**src/rtl/vga_pkg.sv**
```systemverilog
// vga_pkg: shared constants and types for the 640x480@60 text-mode timing block.
//   - horizontal / vertical visible, porch, sync and total lengths
//   - glyph size (8x16), character grid (80x30), text-address width
//   - pipeline latency from counter state to outputs
//   - pix_sb_t: per-pixel sideband carried down the alignment pipeline
package vga_pkg;

    // Horizontal timing, in pixel clocks
    localparam int unsigned HVisible = 640;
    localparam int unsigned HFront   = 16;
    localparam int unsigned HSync    = 96;
    localparam int unsigned HBack    = 48;
    localparam int unsigned HTotal   = HVisible + HFront + HSync + HBack;  // 800

    // Vertical timing, in lines
    localparam int unsigned VVisible = 480;
    localparam int unsigned VFront   = 10;
    localparam int unsigned VSync    = 2;
    localparam int unsigned VBack    = 33;
    localparam int unsigned VTotal   = VVisible + VFront + VSync + VBack;  // 525

    // Glyph and character grid
    localparam int unsigned GlyphW   = 8;
    localparam int unsigned GlyphH   = 16;
    localparam int unsigned GridCols = 80;
    localparam int unsigned GridRows = 30;

    localparam int unsigned AddrW       = 12;
    localparam int unsigned CharW       = 8;
    localparam int unsigned PipeLatency = 3;

    localparam int unsigned CntW = 10;
    localparam int unsigned ColW = $clog2(GlyphW);  // columna width
    localparam int unsigned RowW = $clog2(GlyphH);  // fila width

    // Counter-width decode points
    localparam logic [CntW-1:0] HLast     = CntW'(HTotal - 1);
    localparam logic [CntW-1:0] HVisEnd   = CntW'(HVisible);
    localparam logic [CntW-1:0] HSyncBeg  = CntW'(HVisible + HFront);
    localparam logic [CntW-1:0] HSyncEnd  = CntW'(HVisible + HFront + HSync);
    localparam logic [CntW-1:0] VLast     = CntW'(VTotal - 1);
    localparam logic [CntW-1:0] VVisEnd   = CntW'(VVisible);
    localparam logic [CntW-1:0] VSyncBeg  = CntW'(VVisible + VFront);
    localparam logic [CntW-1:0] VSyncEnd  = CntW'(VVisible + VFront + VSync);

    localparam logic [RowW-1:0]      GlyphLastRow = RowW'(GlyphH - 1);
    localparam logic [CntW-RowW-1:0] LastCellRow  = (CntW-RowW)'(GridRows - 1);
    localparam logic [AddrW-1:0]     RowStep      = AddrW'(GridCols);

    typedef struct packed {
        logic            hsync;
        logic            vsync;
        logic            blank;
        logic            frame_start;
        logic [ColW-1:0] columna;
        logic [RowW-1:0] fila;
    } pix_sb_t;

    // Idle value of the sideband: syncs inactive, blanked
    localparam pix_sb_t SbIdle = '{
        hsync:       1'b1,
        vsync:       1'b1,
        blank:       1'b1,
        frame_start: 1'b0,
        columna:     '0,
        fila:        '0
    };

endpackage

```
**src/rtl/vga_sync_counter.sv**
```systemverilog
// vga_sync_counter: horizontal/vertical pixel counters plus sync/blank decode.
//   clk_i          pixel clock
//   rst_ni         asynchronous active-low reset, counters clear to (0,0)
//   h_cnt_o        horizontal position 0..799
//   v_cnt_o        vertical position 0..524
//   line_end_o     h_cnt_o is on the last pixel of the line
//   hsync_o        active-low horizontal sync, decoded from the current counters
//   vsync_o        active-low vertical sync, decoded from the current counters
//   blank_o        1 outside the 640x480 visible area
//   frame_start_o  1 while the counters sit at (0,0)
module vga_sync_counter
    import vga_pkg::*;
(
    input  logic            clk_i,
    input  logic            rst_ni,
    output logic [CntW-1:0] h_cnt_o,
    output logic [CntW-1:0] v_cnt_o,
    output logic            line_end_o,
    output logic            hsync_o,
    output logic            vsync_o,
    output logic            blank_o,
    output logic            frame_start_o
);

    logic [CntW-1:0] h_q, h_d;
    logic [CntW-1:0] v_q, v_d;
    logic            line_end;

    always_comb begin
        line_end = (h_q == HLast);
        h_d      = line_end ? '0 : h_q + CntW'(1);
        v_d      = v_q;
        if (line_end) begin
            v_d = (v_q == VLast) ? '0 : v_q + CntW'(1);
        end
    end

    always_ff @(posedge clk_i or negedge rst_ni) begin
        if (!rst_ni) begin
            h_q <= '0;
            v_q <= '0;
        end else begin
            h_q <= h_d;
            v_q <= v_d;
        end
    end

    always_comb begin
        h_cnt_o       = h_q;
        v_cnt_o       = v_q;
        line_end_o    = line_end;
        hsync_o       = !((h_q >= HSyncBeg) && (h_q < HSyncEnd));
        vsync_o       = !((v_q >= VSyncBeg) && (v_q < VSyncEnd));
        blank_o       = (h_q >= HVisEnd) || (v_q >= VVisEnd);
        frame_start_o = (h_q == '0) && (v_q == '0);
    end

endmodule

```
**src/rtl/vga_text_timing.sv**
```systemverilog
// vga_text_timing: 80x30 text-mode VGA timing with text-RAM addressing.
//   clk          25 MHz pixel clock
//   rst_n        asynchronous active-low reset
//   text_addr    registered text-RAM address row*80+col, 0 outside the visible area
//   text_data    character code from the synchronous RAM, one clk after text_addr
//   caracter     character code for the current pixel, 0 when blanked
//   columna      pixel column inside the glyph (0..7)
//   fila         pixel row inside the glyph (0..15)
//   VGA_blank    1 outside the visible area
//   hsync/vsync  active-low syncs
//   frame_start  one-clk pulse on pixel (0,0)
// All outputs except text_addr are three clocks behind the counter state and refer to the
// same pixel; text_addr leads them by two clocks to cover the RAM read.
module vga_text_timing
    import vga_pkg::*;
(
    input  logic             clk,
    input  logic             rst_n,
    output logic [AddrW-1:0] text_addr,
    input  logic [CharW-1:0] text_data,
    output logic [CharW-1:0] caracter,
    output logic [ColW-1:0]  columna,
    output logic [RowW-1:0]  fila,
    output logic             VGA_blank,
    output logic             hsync,
    output logic             vsync,
    output logic             frame_start
);

    logic [CntW-1:0] h_cnt, v_cnt;
    logic            line_end;
    logic            dec_hsync, dec_vsync, dec_blank, dec_frame;

    vga_sync_counter u_cnt (
        .clk_i         (clk),
        .rst_ni        (rst_n),
        .h_cnt_o       (h_cnt),
        .v_cnt_o       (v_cnt),
        .line_end_o    (line_end),
        .hsync_o       (dec_hsync),
        .vsync_o       (dec_vsync),
        .blank_o       (dec_blank),
        .frame_start_o (dec_frame)
    );

    logic [AddrW-1:0]              row_base_q, row_base_d;
    logic [AddrW-1:0]              addr_q, addr_d;
    logic [CharW-1:0]              char_q, char_d;
    pix_sb_t                       sb_in;
    pix_sb_t [PipeLatency-1:0]     sb_q;

    // row_base_q always equals (v_cnt/16)*80 for the visible lines; it advances at the end
    // of the last glyph line of each cell row and clears when the frame wraps.
    always_comb begin
        row_base_d = row_base_q;
        if (line_end) begin
            if (v_cnt == VLast) begin
                row_base_d = '0;
            end else if ((v_cnt < VVisEnd) && (v_cnt[RowW-1:0] == GlyphLastRow) &&
                         (v_cnt[CntW-1:RowW] != LastCellRow)) begin
                row_base_d = row_base_q + RowStep;
            end
        end
    end

    always_comb begin
        addr_d = dec_blank ? '0 : row_base_q + AddrW'(h_cnt[CntW-1:ColW]);

        sb_in             = SbIdle;
        sb_in.hsync       = dec_hsync;
        sb_in.vsync       = dec_vsync;
        sb_in.blank       = dec_blank;
        sb_in.frame_start = dec_frame;
        sb_in.columna     = h_cnt[ColW-1:0];
        sb_in.fila        = v_cnt[RowW-1:0];

        // text_data belongs to the pixel now in the second-to-last sideband stage
        char_d = sb_q[PipeLatency-2].blank ? '0 : text_data;
    end

    always_ff @(posedge clk or negedge rst_n) begin
        if (!rst_n) begin
            row_base_q <= '0;
            addr_q     <= '0;
            char_q     <= '0;
            sb_q       <= {PipeLatency{SbIdle}};
        end else begin
            row_base_q <= row_base_d;
            addr_q     <= addr_d;
            char_q     <= char_d;
            sb_q       <= {sb_q[PipeLatency-2:0], sb_in};
        end
    end

    always_comb begin
        text_addr   = addr_q;
        caracter    = char_q;
        columna     = sb_q[PipeLatency-1].columna;
        fila        = sb_q[PipeLatency-1].fila;
        VGA_blank   = sb_q[PipeLatency-1].blank;
        hsync       = sb_q[PipeLatency-1].hsync;
        vsync       = sb_q[PipeLatency-1].vsync;
        frame_start = sb_q[PipeLatency-1].frame_start;
    end

endmodule

```
**config.mk**
```make
export PLATFORM = sky130hd
export DESIGN_NAME = vga_text_timing
export DESIGN_NICKNAME = d
export VERILOG_FILES = /design/src/rtl/vga_pkg.sv /design/src/rtl/vga_sync_counter.sv /design/src/rtl/vga_text_timing.sv
export SDC_FILE = /design/constraint.sdc
export NUM_CORES = 1
export LEC_CHECK = 0
export ABC_AREA = 1
export BUFFER_PORTS_ARGS = -buffer_cell sky130_fd_sc_hd__buf_4
export CORE_MARGIN = 1.5
export CORE_UTILIZATION = 50
export DETAILED_ROUTE_END_ITERATION = 8
export PLACE_DENSITY = 0.7
export SLEW_MARGIN = 15
export SYNTH_ARGS = -nofsm -noshare
export SYNTH_HDL_FRONTEND = slang
export SYNTH_SLANG_ARGS = --single-unit
export TNS_END_PERCENT = 50
```
**constraint.sdc**
```tcl
create_clock -name clk -period 2.9 [get_ports clk]
set_clock_uncertainty 0.1 [all_clocks]
set_input_delay 0 -clock clk [delete_from_list [all_inputs] [get_ports clk]]
set_output_delay 0 -clock clk [all_outputs]
set_load 0.005 [all_outputs]
```
==> results of run 1 <==
==> layer usage <==
| layer | wire (microns) | track usage [%] | vias to the layer above |
|---|---|---|---|
| met5 | 0 | 0 | - |
| met4 | 99 | 8.50 | 0 |
| met3 | 262 | 4.29 | 8 |
| met2 | 3300 | 33.0 | 57 |
| met1 | 3100 | 26.2 | 1218 |
| li1 | - | - | 1226 |
==> worst max-delay path, delay by kind of cell, from the launching register on <==
family / cells / cell delay, ns
DFF: 1 / 0.47
and+or+nand+nor: 7 / 0.79
adders and majority gates: 1 / 0.21
buffers and inverters: 1 / 0.17
==> layout make-up <==
type                       instances  area [sq um]
fill                             566          2660
tap                               80           100
inverter                          48           185
clock buffer                      10           128
clock inverter                     6           115
timing repair buffer              49           390
sequential                        81          2040
multi-input combinational        221          1140
==> placed cells by master, fill, tap and decap left out, types with 9 or more instances in the layout <==
cell / n
nand4_1: 10
buf_4: 40
nor2_1: 51
nand2_1: 74
o21ai_0: 13
inv_1: 46
clkbuf_8: 9
dfrtp_1: 72
dfstp_2: 9
nand3_1: 23
dlygate4sd3_1: 9
a21oi_1: 9
==> worst paths after layout <==
| check | from | cells after the start | to |
|---|---|---|---|
| worst max-delay path | u_cnt.v_cnt_o[0] | 9 | row_base_q[6] |
| worst min-delay path | rst_n | 2 | caracter[3] |
| worst max register to register | u_cnt.v_cnt_o[0] | 9 | row_base_q[6] |
| worst min register to register | sb_q[7] | 0 | sb_q[18] |
| max in group asynchronous | rst_n | 2 | row_base_q[6] |
| min in group clk | sb_q[7] | 0 | sb_q[18] |
==> kinds of logic after synthesis <==
| kind of cell | after synthesis | synth area share (%) |
|---|---|---|
| AOI/OAI and AO/OA | 29 | 4.62 |
| xor gates and xnor gates | 7 | 1.77 |
| adders and majority gates | 8 | 2.89 |
| buffers and inverters | 63 | 8.34 |
| DFF | 81 | 58.8 |
| and+or+nand+nor | 177 | 23.5 |
==> flip-flops by register name, summed over array words and instances, names as in the netlist <==
signal         count
hsync              1
columna            3
frame_start        1
row_base_q         8
sb_q              22
vsync              1
fila               4
u_cnt.v_cnt_o     10
u_cnt.h_cnt_o     10
text_addr         12
caracter           8
VGA_blank          1
==> power by group <==
| part | switching (mW) | internal (mW) | leakage (nW) |
|---|---|---|---|
| sequential | 0.00158 | 1.13 | 1.03 |
| clock | 0.416 | 0.578 | 0.117 |
| combinational | 0.0296 | 0.0239 | 0.962 |
==> results.json, run 1 <==
{
  "outcome": "completed",
  "crit_arrival_ns": 1.96,
  "worst_hold_slack_ns": 0.233,
  "pre_cts_ws_ns": 1.10,
  "grt_usage_pct": 20.2,
  "row_count": 30,
  "critPathLaunchType": "register",
  "die_x_microns": 86.2,
  "crit_required_ns": 3.04,
  "syn_avg_cell_area_sq_um": 9.49,
  "synth-edff-count": 0,
  "clock_sinks": 81,
  "routed_wirelength_microns": 6760,
  "post-cts-setup-buffers": 0,
  "viasPerCell": 5.07,
  "worst_slack_ns": 1.07,
  "drive_gt1_share_pct": 19.5,
  "timing.final.crit_share_pct": 63.0,
  "dieArea_sq_um": 7440,
  "postPlaceCellArea_sq_um": 3760,
  "dpl.hpwl_microns": 4550,
  "cts_tree": "yes",
  "crit_chain": "inv_1 > ha_1 > nand3_1 > nor2_1 > nand2_1 > nand2_4 > nand2_4 > nand2_1 > nand2_1",
  "hold_path_class": "input pin to async pin",
  "core_sq_um": 6760,
  "rsz0062_at_grt": "no",
  "synth_cell_types": 34,
  "crit_type": "register to register",
  "finalSetupTns_ns": 0,
  "die_h_microns": 86.2,
  "slowest_delay_ns": 0.47,
  "clock.fmax_mhz": 547,
  "syn-num-nets": 383,
  "p_per_area_nw_per_um2": 534,
  "cts_resized": 0,
  "synthFlopType": "dfrtp_1",
  "yosysSeqAreaShare_pct": 58.8,
  "antenna_left": 0,
  "synthMostInstantiatedCell": "nand2_1",
  "cp_common_cell": "nand2_1",
  "grt_pass1_wl_microns": 11300,
  "synth_top_area_share_pct": 52.0,
  "final_core_util_pct": 60.6,
  "slew_headroom_pct": 34.8,
  "hold_buffers": 9,
  "dp.cells": 470,
  "ys_ff_latch": 81,
  "insertion_delay_ns": 0.35,
  "floorplan.initialDensity_pct": 51.3,
  "grt_antenna_before_repair": 0,
  "grt-ovfl-total": 0,
  "critical_path.endpoint_type": "register",
  "synth_largest_area_cell": "dfrtp_1",
  "n_antenna_cell": 0,
  "area_growth_pct": 18.2,
  "async_flop_share_pct": 100,
  "crit_fanout": 8,
  "final_nets": 428,
  "num_vias": 2509,
  "syn_inst": 365,
  "drv_cap": 0,
  "reg2reg_slack_ns": 1.07,
  "fin_cells": 495,
  "cts.root.buffer_cell": "clkbuf_8",
  "cp_slowest_cell": "dfrtp_1",
  "hold_violations": 0,
  "numCtsBuffers": 9,
  "drc_errors": 0,
  "drtIter0Drc": 116,
  "ioPinCount": 41,
  "min_period_ns": 1.83,
  "peakVddDrop_mv": 0.339,
  "grt_pass1_vias": 2384,
  "dr.pass1.iters": 4,
  "fin_area_sq_um": 4090,
  "yosys-top-cells-area": "dfrtp_1 (52%), nand2_1 (8.0%), dfstp_2 (6.8%)",
  "synth_common_cells": "nand2_1 (74), dfrtp_1 (72), nor2_1 (51)",
  "htree_num_levels": 3,
  "cellLeakagePower_nw": 2.11,
  "yosys_warnings": 0,
  "fin_total_pwr_mw": 2.18,
  "clockBufferDepth": 2,
  "routabilityCongestion": 0.912,
  "cts.reportedPaths.clkPinSlew_ns": 0.08,
  "worst_pin_slew_ns": 0.978,
  "finalSetupViolCount": 0,
  "numPortBuffers": 40,
  "drv_slew": 0,
  "grt_max_degree": 82,
  "syn_area_sq_um": 3460,
  "post_drt_wl_per_cell_microns": 13.7
}
Power figures use the tool's default switching activity.
==> run 2: changes to the inputs <==
==> constraint.sdc (replaced) <==
create_clock -name clk -period 1.7 [get_ports clk]
set_clock_uncertainty 0.1 [all_clocks]
set_input_delay 0 -clock clk [delete_from_list [all_inputs] [get_ports clk]]
set_output_delay 0 -clock clk [all_outputs]
set_load 0.005 [all_outputs]
==> run 2 against run 1 <==
Compared with the run above: core utilization grew 1.6 points; routed wire length down 0.55%; clock power is 36% higher; first-iteration DRC count up 18%; sequential cell count unchanged; sequential share of layout area down 1.2 points; critical endpoint is now u_cnt.v_cnt_o[4].
==> results.json, run 2 (same netlist as run 1, synthesis figures left out) <==
{
  "rsz0062_at_grt": "yes",
  "timing.final.crit_share_pct": 95.6,
  "reg2reg_slack_ns": 0.08,
  "outcome": "completed",
  "core_sq_um": 6760,
  "grt_max_degree": 36,
  "numPortBuffers": 40,
  "num_vias": 2529,
  "cellLeakagePower_nw": 2.15,
  "routabilityCongestion": 0.896,
  "cp_slowest_cell": "dfrtp_1",
  "final_cell_mix": "nand2_1 (72), dfrtp_1 (69), buf_4 (52)",
  "grt_pass1_wl_microns": 11100,
  "row_count": 30,
  "dieArea_sq_um": 7440,
  "grt_usage_pct": 19.5,
  "area_growth_pct": 21.4,
  "viasPerCell": 4.98,
  "hold_violations": 0,
  "fin_area_sq_um": 4210,
  "cts_tree": "yes",
  "p_per_area_nw_per_um2": 806,
  "dr.pass1.iters": 4,
  "post_drt_wl_per_cell_microns": 13.2,
  "clock.fmax_mhz": 615,
  "worst_pin_slew_ns": 0.464,
  "slew_headroom_pct": 69.1,
  "clock_sinks": 81,
  "insertion_delay_ns": 0.34,
  "cts.root.buffer_cell": "clkbuf_8",
  "finalSetupTns_ns": 0,
  "fill_cells": 559,
  "drive_gt1_share_pct": 24.5,
  "numCtsBuffers": 9,
  "grt-ovfl-total": 0,
  "critPathLaunchType": "register",
  "layout_commonest_cell": "nand2_1",
  "finalSetupViolCount": 0,
  "peakVddDrop_mv": 0.338,
  "drv_slew": 0,
  "crit_required_ns": 1.82,
  "htree_num_levels": 3,
  "final_core_util_pct": 62.2,
  "dpl.hpwl_microns": 4780,
  "clockBufferDepth": 2,
  "floorplan.initialDensity_pct": 51.3,
  "largest_reg_flops": 22,
  "worst_hold_slack_ns": 0.0513,
  "postPlaceCellArea_sq_um": 3860,
  "crit_chain": "inv_1 > ha_2 > nand3_2 > nor2_1 > nand2_2 > buf_4 > nand4_1 > o21ai_0",
  "grt_pass1_vias": 2367,
  "grt_antenna_before_repair": 0,
  "hold_path_class": "input pin to async pin",
  "min_period_ns": 1.62,
  "final_nets": 441,
  "slowest_delay_ns": 0.45,
  "routed_wirelength_microns": 6720,
  "largest_register": "sb_q",
  "drtIter0Drc": 137,
  "die_h_microns": 86.2,
  "crit_type": "register to register",
  "critical_path.endpoint_type": "register",
  "crit_fanout": 4,
  "drc_errors": 0,
  "die_x_microns": 86.2,
  "n_antenna_cell": 0,
  "antenna_left": 0,
  "drv_cap": 0,
  "crit_arrival_ns": 1.74,
  "ioPinCount": 41,
  "cts.reportedPaths.clkPinSlew_ns": 0.08
}
run 2: final cells by class:
| type | count | area [sq um] | share of cell area (%) |
|---|---|---|---|
| well taps | 80 | 100 | 2.38 |
| clock buffers | 10 | 128 | 3.03 |
| flip-flops and latches | 81 | 2040 | 48.6 |
| clock inverters | 6 | 65.1 | 1.55 |
| inverters | 48 | 185 | 4.40 |
| repair buffers | 62 | 500 | 11.9 |
| multi-input cells | 221 | 1180 | 28.2 |
run 2: layer usage:
metal	share of wire, %	global-route usage [%]	up-vias
met5	0	0	-
met4	1.1	7.48	0
met3	3.6	4.00	6
met2	49	30.9	53
met1	47	26.7	1212
li1	-	-	1258
run 2: metrics by stage:
step | setup WS (ns) | cells | total power [mW]
floorplan | 0.142 | 365 | 1.98
global placement | 0.0947 | 482 | 2.06
detailed placement | -0.000145 | 482 | 2.06
CTS | 0.0418 | 507 | 3.44
global route | -0.0261 | 508 | 3.54
finish | 0.0750 | 508 | 3.39
run 2: worst paths after layout:
check / cells past startpoint / from / endpoint
hold reg to reg: 0 / sb_q[16] / columna[1]
max in group asynchronous: 3 / rst_n / sb_q[9]
setup / recovery: 8 / u_cnt.v_cnt_o[0] / u_cnt.v_cnt_o[4]
min in group clk: 0 / sb_q[16] / columna[1]
hold / removal: 2 / rst_n / caracter[5]
setup reg to reg: 8 / u_cnt.v_cnt_o[0] / u_cnt.v_cnt_o[4]
run 2: repair_timing:
action,in CTS,in global routing
setup buffers,0,1
endpoints found under the hold margin,83,0
setup endpoints to repair,5,12
hold buffers,9,0
pin swaps,0,2
resized for setup,1,13
run 2: worst max-delay path: cells and delay by family (launching register included):
kind | cells | cell delay [ns]
AO/OA/AOI/OAI | 1 | 0.09
adder cells (fa/ha/maj) | 1 | 0.21
AND/OR/NAND/NOR | 4 | 0.39
flip-flops | 1 | 0.45
buffers and inverters | 2 | 0.27
run 2: report_power, final:
group | leakage (nW) | switching, mW | total [mW] | internal [mW]
clock network | 0.0971 | 0.669 | 1.35 | 0.684
registers | 1.03 | 0.00241 | 1.94 | 1.94
logic | 1.03 | 0.0527 | 0.0996 | 0.0469
==> run 3: changes to the inputs <==
==> constraint.sdc (replaced) <==
create_clock -name clk -period 2 [get_ports clk]
set_clock_uncertainty 0.1 [all_clocks]
set_input_delay 0 -clock clk [delete_from_list [all_inputs] [get_ports clk]]
set_output_delay 0 -clock clk [all_outputs]
set_load 0.005 [all_outputs]
==> run 3 against run 2 <==
Compared with the run above: via count down 3.5%; hold slack improved by 0.10 ns; register-to-register slack gained 0.14 ns; global-route usage is 0.41 points lower; maximum frequency fell by 9.0%; critical path type unchanged.
==> results.json, run 3 (same netlist as run 1, synthesis figures left out) <==
{
  "finalSetupViolCount": 0,
  "clockBufferDepth": 2,
  "clock.fmax_mhz": 560,
  "rsz0062_at_grt": "no",
  "slew_headroom_pct": 53.0,
  "n_antenna_cell": 0,
  "numPortBuffers": 40,
  "final_nets": 430,
  "cellLeakagePower_nw": 2.13,
  "numCtsBuffers": 9,
  "crit_type": "register to register",
  "worst_slack_ns": 0.215,
  "routabilityCongestion": 0.868,
  "ioPinCount": 41,
  "grt-ovfl-total": 0,
  "row_count": 30,
  "drtIter0Drc": 135,
  "grt_pass1_wl_microns": 10800,
  "area_growth_pct": 18.9,
  "post_drt_wl_per_cell_microns": 12.8,
  "fin_cells": 497,
  "num_vias": 2440,
  "hold_violations": 0,
  "finalSetupTns_ns": 0,
  "floorplan.initialDensity_pct": 51.3,
  "critical_path.endpoint_type": "register",
  "crit_fanout": 8,
  "outcome": "completed",
  "clock_sinks": 81,
  "fin_total_pwr_mw": 3.08,
  "dr.pass1.iters": 4,
  "layout_commonest_cell": "nand2_1",
  "worst_hold_slack_ns": 0.154,
  "largest_reg_flops": 22,
  "p_per_area_nw_per_um2": 749,
  "routed_wirelength_microns": 6370,
  "reg2reg_depth": 9,
  "largest_register": "sb_q",
  "grt_max_degree": 60,
  "r2r-start": "u_cnt.v_cnt_o[0]",
  "cts_tree": "yes",
  "drv_slew": 0,
  "peakVddDrop_mv": 0.268,
  "min_period_ns": 1.79,
  "post-cts-setup-buffers": 0,
  "reg2reg_to": "row_base_q[5]",
  "regArea_sq_um": 2040,
  "fill_cells": 570,
  "antenna_left": 0,
  "dieArea_sq_um": 7440,
  "grt_antenna_before_repair": 0,
  "crit_required_ns": 2.13,
  "pre_cts_ws_ns": 0.179,
  "fin_area_sq_um": 4120,
  "drive_gt1_share_pct": 20.4,
  "core_sq_um": 6760,
  "multi_input_area_sq_um": 1140,
  "final_core_util_pct": 60.9,
  "drc_errors": 0,
  "viasPerCell": 4.91,
  "postPlaceCellArea_sq_um": 3790,
  "timing.final.crit_share_pct": 89.3,
  "die_x_microns": 86.2,
  "final_cell_mix": "nand2_1 (73), dfrtp_1 (72), nor2_1 (51)",
  "die_h_microns": 86.2,
  "grt_usage_pct": 19.1,
  "reg2reg_slack_ns": 0.21,
  "cts.reportedPaths.clkPinSlew_ns": 0.08,
  "cts.root.buffer_cell": "clkbuf_8",
  "insertion_delay_ns": 0.34,
  "dpl.hpwl_microns": 4500,
  "hold_path_class": "input pin to async pin",
  "worst_pin_slew_ns": 0.705,
  "drv_cap": 0,
  "crit_arrival_ns": 1.92,
  "critPathLaunchType": "register",
  "grt_pass1_vias": 2286,
  "dp.cells": 472,
  "htree_num_levels": 3
}
[run 3: cell types whose count changed in the layout (fill, tap and decap cells not counted), sizes merged]
cell and delta:
clkinv -2, buf -11, bufinv +1, clkbuf +1
[run 3: final cells by class]
class,instances,share of cell area (%)
Sequential cell,81,49.5
Timing Repair Buffer,51,10.1
Tap cell,80,2.43
Inverter,48,4.50
Clock inverter,5,2.07
Clock buffer,11,3.68
Multi-Input combinational cell,221,27.7
[run 3: where the power goes]
group          total, mW  internal, mW  leakage, nW  switching (mW)
clock               1.35         0.780        0.117           0.574
sequential          1.65          1.65         1.03         0.00196
combinational     0.0817        0.0385        0.978          0.0432
total               3.08          2.46         2.13           0.619
[run 3: what timing repair did]
action,4_1_cts,5_1_grt
setup endpoints to repair,0,8
gates resized for setup,0,1
endpoints found under the hold margin,57,0
hold buffers,9,0
[run 3: critical path, cell delays in order, from the launching register on]
cell and delay, ns:
dfrtp_1 0.47, inv_1 0.16, ha_1 0.22, nand3_1 0.11
nor2_1 0.15, nand2_2 0.13, nand2_4 0.13, nand2_4 0.09
nand2_1 0.07, nand2_1 0.05
[run 3: worst max-delay path by stage]
| stage | start | endpoint | slack, ns | cells past startpoint |
|---|---|---|---|---|
| detailed placement | u_cnt.v_cnt_o[0] | row_base_q[8] | 0.18 | 9 |
| global route | u_cnt.v_cnt_o[0] | row_base_q[9] | 0.02 | 9 |
| global placement | u_cnt.v_cnt_o[0] | row_base_q[8] | 0.23 | 9 |
| CTS | u_cnt.v_cnt_o[0] | row_base_q[5] | 0.17 | 9 |
| finish | u_cnt.v_cnt_o[0] | row_base_q[5] | 0.21 | 9 |
| floorplan | u_cnt.v_cnt_o[0] | row_base_q[9] | 0.44 | 9 |
[run 3: routing by layer]
layer	vias to the layer above	global-route usage (%)	part of all wire (%)	routed length, microns
li1	1234	-	-	-
met1	1141	26.9	48	3040
met4	0	6.60	1.2	76
met5	-	0	0	0
met2	59	29.3	47	2980
met3	6	4.48	4.3	274
